[src/rtl/route_pkg.sv]
// Shared definitions for the multi-stop route scheduler.
// Latency: n/a (definitions only).
// Backpressure: n/a.
package route_pkg;

  // Host opcodes, carried in host_cmd[7:6]
  localparam logic [1:0] OP_STOP  = 2'b00;
  localparam logic [1:0] OP_RUN   = 2'b01;
  localparam logic [1:0] OP_ENQ   = 2'b10;
  localparam logic [1:0] OP_FLUSH = 2'b11;

  // Command prefixes towards cmd_cntrl, carried in cmd[7:6]
  localparam logic [1:0] GO_CMD   = 2'b01;
  localparam logic [1:0] STOP_CMD = 2'b00;

  localparam int ID_W = 6;

  typedef enum logic [2:0] {
    S_IDLE,
    S_ISSUE,
    S_TRANSIT,
    S_DWELL,
    S_STOPPING
  } sched_state_t;

endpackage

[src/rtl/route_fifo.sv]
// Circular FIFO of station IDs with synchronous flush and occupancy count.
// Latency: push visible at head one cycle later; head is read combinationally.
// Backpressure: push ignored when full, pop ignored when empty, flush overrides both.
// Ports: clk, rst_n; push/push_dat, pop, flush in; head, full, empty, cnt out.
module route_fifo #(
  parameter int DEPTH = 8,
  parameter int W     = 6
) (
  input  logic                     clk,
  input  logic                     rst_n,
  input  logic                     push,
  input  logic [W-1:0]             push_dat,
  input  logic                     pop,
  input  logic                     flush,
  output logic [W-1:0]             head,
  output logic                     full,
  output logic                     empty,
  output logic [$clog2(DEPTH):0]   cnt
);

  localparam int AW = $clog2(DEPTH);

  logic [W-1:0]  mem [DEPTH];
  logic [AW-1:0] wr_ptr;
  logic [AW-1:0] rd_ptr;
  logic          do_push;
  logic          do_pop;

  assign full    = (cnt == (AW+1)'(DEPTH));
  assign empty   = (cnt == '0);
  assign do_push = push && !full && !flush;
  assign do_pop  = pop && !empty && !flush;
  assign head    = mem[rd_ptr];

  // DEPTH is a power of two, so pointers wrap by natural overflow
  always_ff @(posedge clk or negedge rst_n) begin
    if (!rst_n) begin
      wr_ptr <= '0;
      rd_ptr <= '0;
      cnt    <= '0;
    end else if (flush) begin
      wr_ptr <= '0;
      rd_ptr <= '0;
      cnt    <= '0;
    end else begin
      if (do_push) wr_ptr <= wr_ptr + 1'b1;
      if (do_pop)  rd_ptr <= rd_ptr + 1'b1;
      case ({do_push, do_pop})
        2'b10:   cnt <= cnt + 1'b1;
        2'b01:   cnt <= cnt - 1'b1;
        default: cnt <= cnt;
      endcase
    end
  end

  // Storage needs no reset: cnt gates every use of the contents
  always_ff @(posedge clk) begin
    if (do_push) mem[wr_ptr] <= push_dat;
  end

endmodule

[src/rtl/route_sched.sv]
// Multi-stop route scheduler: queues host station IDs, issues one GO per stop,
//   waits for arrival (in_transit falling), dwells DWELL_CYC cycles, then moves on.
// Latency: host command acted on at the next edge; GO/STOP presented one cycle after the decision.
// Backpressure: cmd/cmd_rdy held until clr_cmd_rdy (a host STOP may replace a pending GO);
//   host commands are always consumed in the cycle they arrive.
// Ports: clk, rst_n; host_rdy/host_cmd in, clr_host_rdy out; cmd/cmd_rdy out, clr_cmd_rdy in;
//   in_transit in; busy, dwell, route_done, q_ovf, q_cnt status out.
module route_sched
  import route_pkg::*;
#(
  parameter int DEPTH     = 8,
  parameter int DWELL_CYC = 25_000_000
) (
  input  logic                     clk,
  input  logic                     rst_n,
  input  logic                     host_rdy,
  input  logic [7:0]               host_cmd,
  output logic                     clr_host_rdy,
  output logic [7:0]               cmd,
  output logic                     cmd_rdy,
  input  logic                     clr_cmd_rdy,
  input  logic                     in_transit,
  output logic                     busy,
  output logic                     dwell,
  output logic                     route_done,
  output logic                     q_ovf,
  output logic [$clog2(DEPTH):0]   q_cnt
);

  localparam int DW = (DWELL_CYC > 1) ? $clog2(DWELL_CYC) : 1;

  sched_state_t    state;
  sched_state_t    next_state;

  logic [1:0]      op;
  logic [ID_W-1:0] id;
  logic            host_stop;
  logic            host_run;
  logic            host_enq;
  logic            host_flush;

  logic            fifo_full;
  logic            fifo_empty;
  logic [ID_W-1:0] fifo_head;
  logic            push;
  logic            pop;

  logic            in_transit_q;
  logic            arrival;
  logic [DW-1:0]   dwell_cnt;
  logic            dwell_term;
  logic            avail;
  logic [ID_W-1:0] next_head;
  logic [ID_W-1:0] go_id;
  logic            flushed;
  logic            issue_entry;

  // ---------------- host command decode ----------------
  assign op           = host_cmd[7:6];
  assign id           = host_cmd[ID_W-1:0];
  assign clr_host_rdy = host_rdy;
  assign host_stop    = host_rdy && (op == OP_STOP);
  assign host_run     = host_rdy && (op == OP_RUN);
  assign host_enq     = host_rdy && (op == OP_ENQ);
  assign host_flush   = host_rdy && (op == OP_FLUSH);

  // ---------------- route queue ----------------
  assign push = host_enq && !fifo_full;
  // STOP on the arrival cycle keeps the interrupted head for a later RUN
  assign pop  = (state == S_TRANSIT) && arrival && !host_stop;

  route_fifo #(
    .DEPTH (DEPTH),
    .W     (ID_W)
  ) u_fifo (
    .clk      (clk),
    .rst_n    (rst_n),
    .push     (push),
    .push_dat (id),
    .pop      (pop),
    .flush    (host_flush),
    .head     (fifo_head),
    .full     (fifo_full),
    .empty    (fifo_empty),
    .cnt      (q_cnt)
  );

  // A same-cycle ENQ counts as queued; a same-cycle FLUSH discards what is queued
  assign avail     = (!fifo_empty && !host_flush) || push;
  assign next_head = fifo_empty ? id : fifo_head;

  // ---------------- arrival and dwell timing ----------------
  assign arrival    = in_transit_q && !in_transit;
  assign dwell_term = (state == S_DWELL) && (dwell_cnt == DW'(DWELL_CYC - 1));

  // ---------------- FSM: state register ----------------
  always_ff @(posedge clk or negedge rst_n) begin
    if (!rst_n) state <= S_IDLE;
    else        state <= next_state;
  end

  // ---------------- FSM: next state ----------------
  always_comb begin
    next_state = state;
    case (state)
      S_IDLE: begin
        if (host_run && !fifo_empty) next_state = S_ISSUE;
      end
      S_ISSUE: begin
        if (host_stop)        next_state = S_STOPPING;
        else if (clr_cmd_rdy) next_state = S_TRANSIT;
      end
      S_TRANSIT: begin
        if (host_stop)    next_state = S_STOPPING;
        else if (arrival) next_state = S_DWELL;
      end
      S_DWELL: begin
        if (host_stop)       next_state = S_STOPPING;
        else if (dwell_term) next_state = avail ? S_ISSUE : S_IDLE;
      end
      S_STOPPING: begin
        if (clr_cmd_rdy) next_state = S_IDLE;
      end
      default: next_state = S_IDLE;
    endcase
  end

  // ---------------- FSM: outputs ----------------
  always_comb begin
    busy    = (state != S_IDLE);
    dwell   = (state == S_DWELL);
    cmd_rdy = (state == S_ISSUE) || (state == S_STOPPING);
    cmd     = {STOP_CMD, {ID_W{1'b0}}};
    if (state == S_ISSUE) cmd = {GO_CMD, go_id};
  end

  // ---------------- datapath registers ----------------
  assign issue_entry = (next_state == S_ISSUE) && (state != S_ISSUE);

  always_ff @(posedge clk or negedge rst_n) begin
    if (!rst_n) begin
      in_transit_q <= 1'b0;
      dwell_cnt    <= '0;
      go_id        <= '0;
      flushed      <= 1'b0;
      route_done   <= 1'b0;
      q_ovf        <= 1'b0;
    end else begin
      in_transit_q <= in_transit;

      // Held at zero outside DWELL, so every visit starts counting from 0
      if (state == S_DWELL) dwell_cnt <= dwell_cnt + 1'b1;
      else                  dwell_cnt <= '0;

      // Latch the GO target so a FLUSH during ISSUE cannot change cmd under cmd_rdy
      if (issue_entry) go_id <= next_head;

      // A route emptied by FLUSH finishes its current trip silently
      if ((next_state == S_IDLE) || issue_entry) flushed <= 1'b0;
      else if (host_flush && (state != S_IDLE))  flushed <= 1'b1;

      route_done <= dwell_term && !host_stop && !avail && !flushed && !host_flush;
      q_ovf      <= host_enq && fifo_full;
    end
  end

endmodule

[config.mk]
export PLATFORM = sky130hd
export DESIGN_NAME = route_sched
export DESIGN_NICKNAME = d
export VERILOG_FILES = /design/src/rtl/route_pkg.sv /design/src/rtl/route_fifo.sv /design/src/rtl/route_sched.sv
export SDC_FILE = /design/constraint.sdc
export NUM_CORES = 1
export LEC_CHECK = 0
export ABC_AREA = 1
export CORE_MARGIN = 8
export CORE_UTILIZATION = 56
export CTS_CLUSTER_DIAMETER = 60
export DETAILED_ROUTE_END_ITERATION = 7
export PLACE_DENSITY = 0.76
export SLEW_MARGIN = 30
export SYNTH_ARGS = -nofsm -noshare
export SYNTH_HDL_FRONTEND = slang
export SYNTH_SLANG_ARGS = --single-unit
[constraint.sdc]
create_clock -name clk -period 4.9 [get_ports clk]
set_input_delay 0.98 -clock clk [delete_from_list [all_inputs] [get_ports clk]]
set_output_delay 0.98 -clock clk [all_outputs]
set_load 0.02 [all_outputs]
# ---- Word level (Yosys, flattened, before mapping)
# Memories as Yosys holds them, arrays and structs flattened.
# Cells that the tools add are included.
dict set report op_classes {
  n_bitwise 0
  n_div 0
  n_reduce_logical 41
  n_eq_ne 13
  n_lt_le_gt_ge 0
  shifts 0
  n_mul 0
  addsub 5
  n_mux 23
}
# op n
set op_table {}
lappend op_table {{two-way mux 3 bit} 12}
lappend op_table {{adder 25 x 1 -> 25 bit, second input constant} 1}
lappend op_table {{== test 25 bit, second input constant} 1}
lappend op_table {{two-way mux 25 bit} 1}
lappend op_table {{logical AND 1 bit} 22}
lappend op_table {{case mux 3 bit (5 select lines)} 1}
lappend op_table {{case mux 4 bit (2 select lines)} 1}
lappend op_table {{logical NOT 1 bit} 7}
lappend op_table {{two-way mux 7 bit} 1}
lappend op_table {{adder 3 x 1 -> 3 bit, second input constant} 2}
lappend op_table {{== test 2 bit, second input constant} 3}
lappend op_table {{== test 3 x 1 -> 1 bit, second input constant} 2}
lappend op_table {{== test 3 x 2 -> 1 bit, second input constant} 2}
lappend op_table {{logical NOT 3 bit} 2}
lappend op_table {{two-way mux 6 bit} 1}
lappend op_table {{nonzero test 2 bit} 3}
lappend op_table {{nonzero test 3 bit} 2}
lappend op_table {{two-way mux 1 bit} 5}
lappend op_table {{adder 4 x 1 -> 4 bit, second input constant} 1}
lappend op_table {{== test 2 x 1 -> 1 bit, second input constant} 2}
lappend op_table {{== test 4 bit, second input constant} 1}
lappend op_table {{logical NOT 4 bit} 1}
lappend op_table {{two-way mux 4 bit} 1}
lappend op_table {{subtractor 4 x 1 -> 4 bit, second input constant} 1}
lappend op_table {{4 further kinds} 6}
dict set report word_totals {
  reg_bits 48
  latchBits 0
  input_bits 13
  wordCells 93
  mem_bits_rw 48
  n_memories 1
  output_inout_bits 18
  mem_bits_ro 0
}
# memory depth word_bits rd rd_ports_with_merged_regs write_ports line
set memory_table {}
lappend memory_table {u_fifo.mem 8 6 1 0 1 route_fifo.sv:23} ;# logic [W-1:0] mem [DEPTH];

# ---- Depth between registers and ports, before layout
dict set report logic_depth {
  word_depth 13
  depth_mapped 14
  depth_no_buf 14
}

# ---- Hierarchy
# From an unflattened synthesis, not the netlist that was laid out.
dict set report unflattened {
  cells_unflattened 545
  area_unflattened_um2 4773.3
}
# mod seq_area_each_um2 area_per_inst_um2 cells_per_inst instances
set by_module_without_submodules {}
lappend by_module_without_submodules {route_fifo 1691.6 2538.7 234 1}
lappend by_module_without_submodules {route_sched 950.9 2234.6 311 1}

# ---- Worst setup path after synthesis
# Ideal clock, no wire load.
dict set report synth_path {
  kind {input to register}
  from {in host_cmd[7]}
  to {reg u_fifo.cnt[3]}
  n_path_buf 0
  t_arrival_ns 2.523
  path_stages 13
  setup_ns 0.117
  required_ns 4.783
  path_slack_ns 2.261
  path_cell_list {nor3_2 -> inv_1 -> nand4_1 -> nor2_1 -> nand2_1 -> inv_1 -> ha_1 -> a21oi_1 -> nand2_1 -> xor2_1 -> xnor2_1 -> nand2_1 -> nand2_1}
}
dict set report synth_via {
  elab_chain_cells 9
  word_cells_on_any_way 19
  cone_classes {4 x eq/ne; 2 x mux; 13 x reduce/logical}
}
# item line
set synth_rtl {}
lappend synth_rtl {{start: declaration} route_sched.sv:17} ;# input logic [7:0] host_cmd,
lappend synth_rtl {{logical NOT 2 bit} route_sched.sv:62} ;# assign host_stop = host_rdy && (op == OP_STOP);
lappend synth_rtl {{logical AND 1 bit} route_sched.sv:62}
lappend synth_rtl {{logical NOT 1 bit} route_sched.sv:70} ;# assign pop = (state == S_TRANSIT) && arrival && !host_stop;
lappend synth_rtl {{logical AND 1 bit} route_sched.sv:70}
lappend synth_rtl {{logical AND 1 bit (2 in series)} route_fifo.sv:32} ;# assign do_pop = pop && !empty && !flush;
lappend synth_rtl {{== test 2 x 1 -> 1 bit or == test 2 bit (tied branches)} route_fifo.sv:48} ;# case ({do_push, do_pop})
lappend synth_rtl {{case mux 4 bit (2 select lines)} route_fifo.sv:48}
lappend synth_rtl {{two-way mux 4 bit} route_fifo.sv:41} ;# end else if (flush) begin
lappend synth_rtl {{end signal: assignment} route_fifo.sv:49} ;# 2'b10: cnt <= cnt + 1'b1;
lappend synth_rtl {{end signal: assignment} route_fifo.sv:50} ;# 2'b01: cnt <= cnt - 1'b1;
lappend synth_rtl {{end signal: assignment} route_fifo.sv:51} ;# default: cnt <= cnt;
lappend synth_rtl {{end: declaration} route_fifo.sv:18} ;# output logic [$clog2(DEPTH):0] cnt
# Parallel ways exist; a longest one is shown, timed or not.
# A chain may end at the register's enable or synchronous reset.

# ---- Final worst setup path
dict set report layout_path {
  from {reg state[2]}
  to {out cmd_rdy}
}
dict set report layout_via {
  elab_chain_cells 2
  word_cells_on_any_way 3
  cone_classes {2 x eq/ne; 1 x reduce/logical}
}
# item line
set layout_rtl {}
lappend layout_rtl {{start: declaration} route_sched.sv:32} ;# sched_state_t state;
lappend layout_rtl {{start signal: assignment} route_sched.sv:99} ;# else state <= next_state;
lappend layout_rtl {{== test 3 x 1 -> 1 bit or == test 3 bit (tied branches)} route_sched.sv:132} ;# cmd_rdy = (state == S_ISSUE) || (state == S_STOPPING);
lappend layout_rtl {{logical OR 1 bit (*)} route_sched.sv:132}
lappend layout_rtl {{end: declaration} route_sched.sv:20} ;# output logic cmd_rdy,
# Every way passes the cells marked *; elsewhere a longest branch is shown, timed or not.

==> qor.yml <==
place:
  place_congestion: 0.8812
  portBuffers: 29
  dp_hpwl_um: 7352
cts:
  clk_pin_slew_ns: 0.10
  clock_latency_ns: 0.37
  cts.sinks: 96
  ctsHoldBuffers: 0
  cts_resized: 0
  cts_root_buf: "clkbuf_8"
  htree_levels: 3
  cts_tree: "done"
  post_cts.repair.setup_buffers: 0
  cts_buffer_depth: 2
  cts_buffers: 9
sta:
  rsz0062_at_grt: "no"
  fmax_mhz: 322.8
  finClkSkew_ns: 0.007508
  tightest_slew_ns: 0.8161
  setup-tns-final_ns: 0
  min_period_ns: 3.098
  setup_violations: 0
  maxSlewHeadroom: 0.4559
  slew_viol_final: 0
  finalCritPeriodShare: 0.6322
  hold_viol: 0
min_path:
  hold_start: "flushed"
  hp-class: "register to register"
finish:
  layout.nets: 572
  layout-drive-gt1-share: 0.07348
  diodes: 0
  seqCellArea_um2: 2643
  fillers: 683
  syn2layout_area_growth_pct: 12.01
  multi_input_area_um2: 1727
logic_synthesis:
  synthDistinctLibCells: 32
  synthesis.area_um2: 4646
  seq_area_frac_synth: 0.5688
  synth_top_area_frac: 0.3103
  avgSynthCellArea_um2: 8.832
  yosys-top-cells-area: "edfxtp_1, dfrtp_1, nand2_1, nand3_1, nor2_1"
  synth_seq_cells: 96
  yosys.area.top_type: "edfxtp_1"
  syn_inst: 526
  syn_nets: 545
  yosys_warnings: 0
floorplanning:
  rows: 33
  ioPinCount: 31
  fp.dieArea_um2: 11470
  fp.dieH_um: 107.1
  start_util: 0.5711
  die_w_um: 107.1
  coreArea_um2: 8134
power_and_ir_drop:
  power.density_nw_per_um2: 409.1
  p_total_uw: 2129
  peakVddDrop_mv: 0.2229
  p_leak_uw: 0.002111
route:
  wl_per_cell_um: 15.30
  ant_nets: 0
  drtPass1Iterations: 5
  post-route-drc-count: 0
  routed_via_density: 5.424
  vias: 3596
  drt_iter0_markers: 311
  drt_wl_total_um: 10140
critical_path:
  worst-setup-path-type: "register to output pin"
  end_kind: "output pin"
  startpoint: "state[2]"
  cp-start-kind: "register"
  worstPathMaxFanout: 9
  r2r_start: "u_fifo.cnt[1]"
  crit_arrival_ns: 2.12
  worstPathRequired_ns: 3.92
grt:
  grt_pass1_vias: 3505
  grt_pass1_wl_um: 16730
  antenna_found_initial: 0
  grt_max_degree: 49
  grt_overflow: 0
  track_usage: 0.1834
run:
  max_cap_violations: 0
run_status:
  outcome: "complete, no violations"
area by class of cell:
| cell class | instances | area share |
|---|---|---|
| multi-input combinational | 359 | 0.3318 |
| sequential | 96 | 0.5078 |
| timing repair buffer | 29 | 0.05530 |
| clock buffer | 9 | 0.02380 |
| clock inverter | 7 | 0.01419 |
| inverter | 58 | 0.04184 |
| tap | 105 | 0.02525 |
critical path: stages, from the launching register on:
cell and delay (ns):
dfrtp_1 0.49, nor3_2 0.36, inv_2 0.16, nand2_1 0.13, clkdlybuf4s50_1 0.61
placed cells by master, fill, tap and decap left out, types with 3 or more instances in the layout:
cell type        count
nand2_1            132
nor2_1              72
nand3_1             61
dfrtp_1             48
edfxtp_1            48
inv_1               47
clkdlybuf4s50_1     28
a21oi_1             16
nor3_1              12
o21ai_0             11
inv_2                9
a31oi_1              9
xor2_1               9
clkbuf_8             9
nand4_1              6
nor3_2               5
ha_1                 5
nand2_2              4
inv_8                3
synthesized netlist by cell type:
| cell | n |
|---|---|
| nand2_1 | 132 |
| nor2_1 | 72 |
| nand3_1 | 61 |
| dfrtp_1 | 48 |
| edfxtp_1 | 48 |
| inv_1 | 47 |
| a21oi_1 | 16 |
| nor3_1 | 12 |
| o21ai_0 | 11 |
| a31oi_1 | 9 |
| inv_2 | 9 |
| xor2_1 | 9 |
| clkbuf_1 | 7 |
| nand4_1 | 6 |
| ha_1 | 5 |
| nor3_2 | 5 |
| nand2_2 | 4 |
| buf_1 | 2 |
| buf_2 | 2 |
| buf_4 | 2 |
| clkinv_1 | 2 |
| nor2_2 | 2 |
| nor2_4 | 2 |
| nor4_1 | 2 |
| o21a_1 | 2 |
| o22ai_1 | 2 |
| xnor2_1 | 2 |
| a21boi_0 | 1 |
| a21oi_4 | 1 |
| conb_1 | 1 |
| fa_1 | 1 |
| nand3_2 | 1 |
metrics by stage:
stage | cell area [um2] | cells | hold slack [ns] | utilization | setup slack [ns]
finish | 5204 | 663 | 0.4598 | 0.6397 | 1.802
global route | 5204 | 663 | 0.4907 | 0.6397 | 1.625
CTS | 5204 | 663 | 0.4694 | 0.6397 | 1.804
detailed placement | 5006 | 647 | 0.4394 | 0.6154 | 1.457
global placement | 5004 | 647 | 0.4383 | 0.6151 | 1.579
floorplan | 4646 | 526 | 0.4091 | - | 2.261
where the power goes:
part	internal, uW	switching (uW)	leakage (uW)
sequential	917	88.9	0.00108
combinational	220	390	0.000935
clock	200	313	0.0000942
total	1340	792	0.00211
path summary, 6_finish.rpt:
path	to	slack, ns	cells past startpoint
worst max-delay path	cmd_rdy	1.80	4
worst min-delay path	route_done	0.46	1
worst max register to register	u_fifo.cnt[3]	2.16	13
worst min register to register	route_done	0.46	1
max in group asynchronous	u_fifo.cnt[0]	3.86	1
min in group asynchronous	dwell_cnt[8]	0.62	1
routing by layer:
metal / up-vias / part of all wire / track usage
li1: 1782 / - / -
met1: 1685 / 0.43 / 0.2227
met2: 110 / 0.50 / 0.3169
met3: 19 / 0.055 / 0.03479
met4: 0 / 0.017 / 0.06533
met5: - / 0 / 0
cell families after synthesis:
logic type | count (synthesis) | synth area share
flops | 96 | 0.5688
xor+xnor | 11 | 0.02074
fa+ha+maj | 6 | 0.01778
compound gates | 42 | 0.05225
buf+inv | 71 | 0.05952
other cells | 1 | 0.0008072
simple gates | 299 | 0.2801
registers in the layout, summed over array words and instances (netlist names):
name / cells
u_fifo.mem: 48
dwell_cnt: 25
go_id: 6
u_fifo.cnt: 4
state: 3
u_fifo.rd_ptr: 3
u_fifo.wr_ptr: 3
flushed: 1
in_transit_q: 1
q_ovf: 1
route_done: 1
No activity file was read; power rests on OpenSTA's default activity.
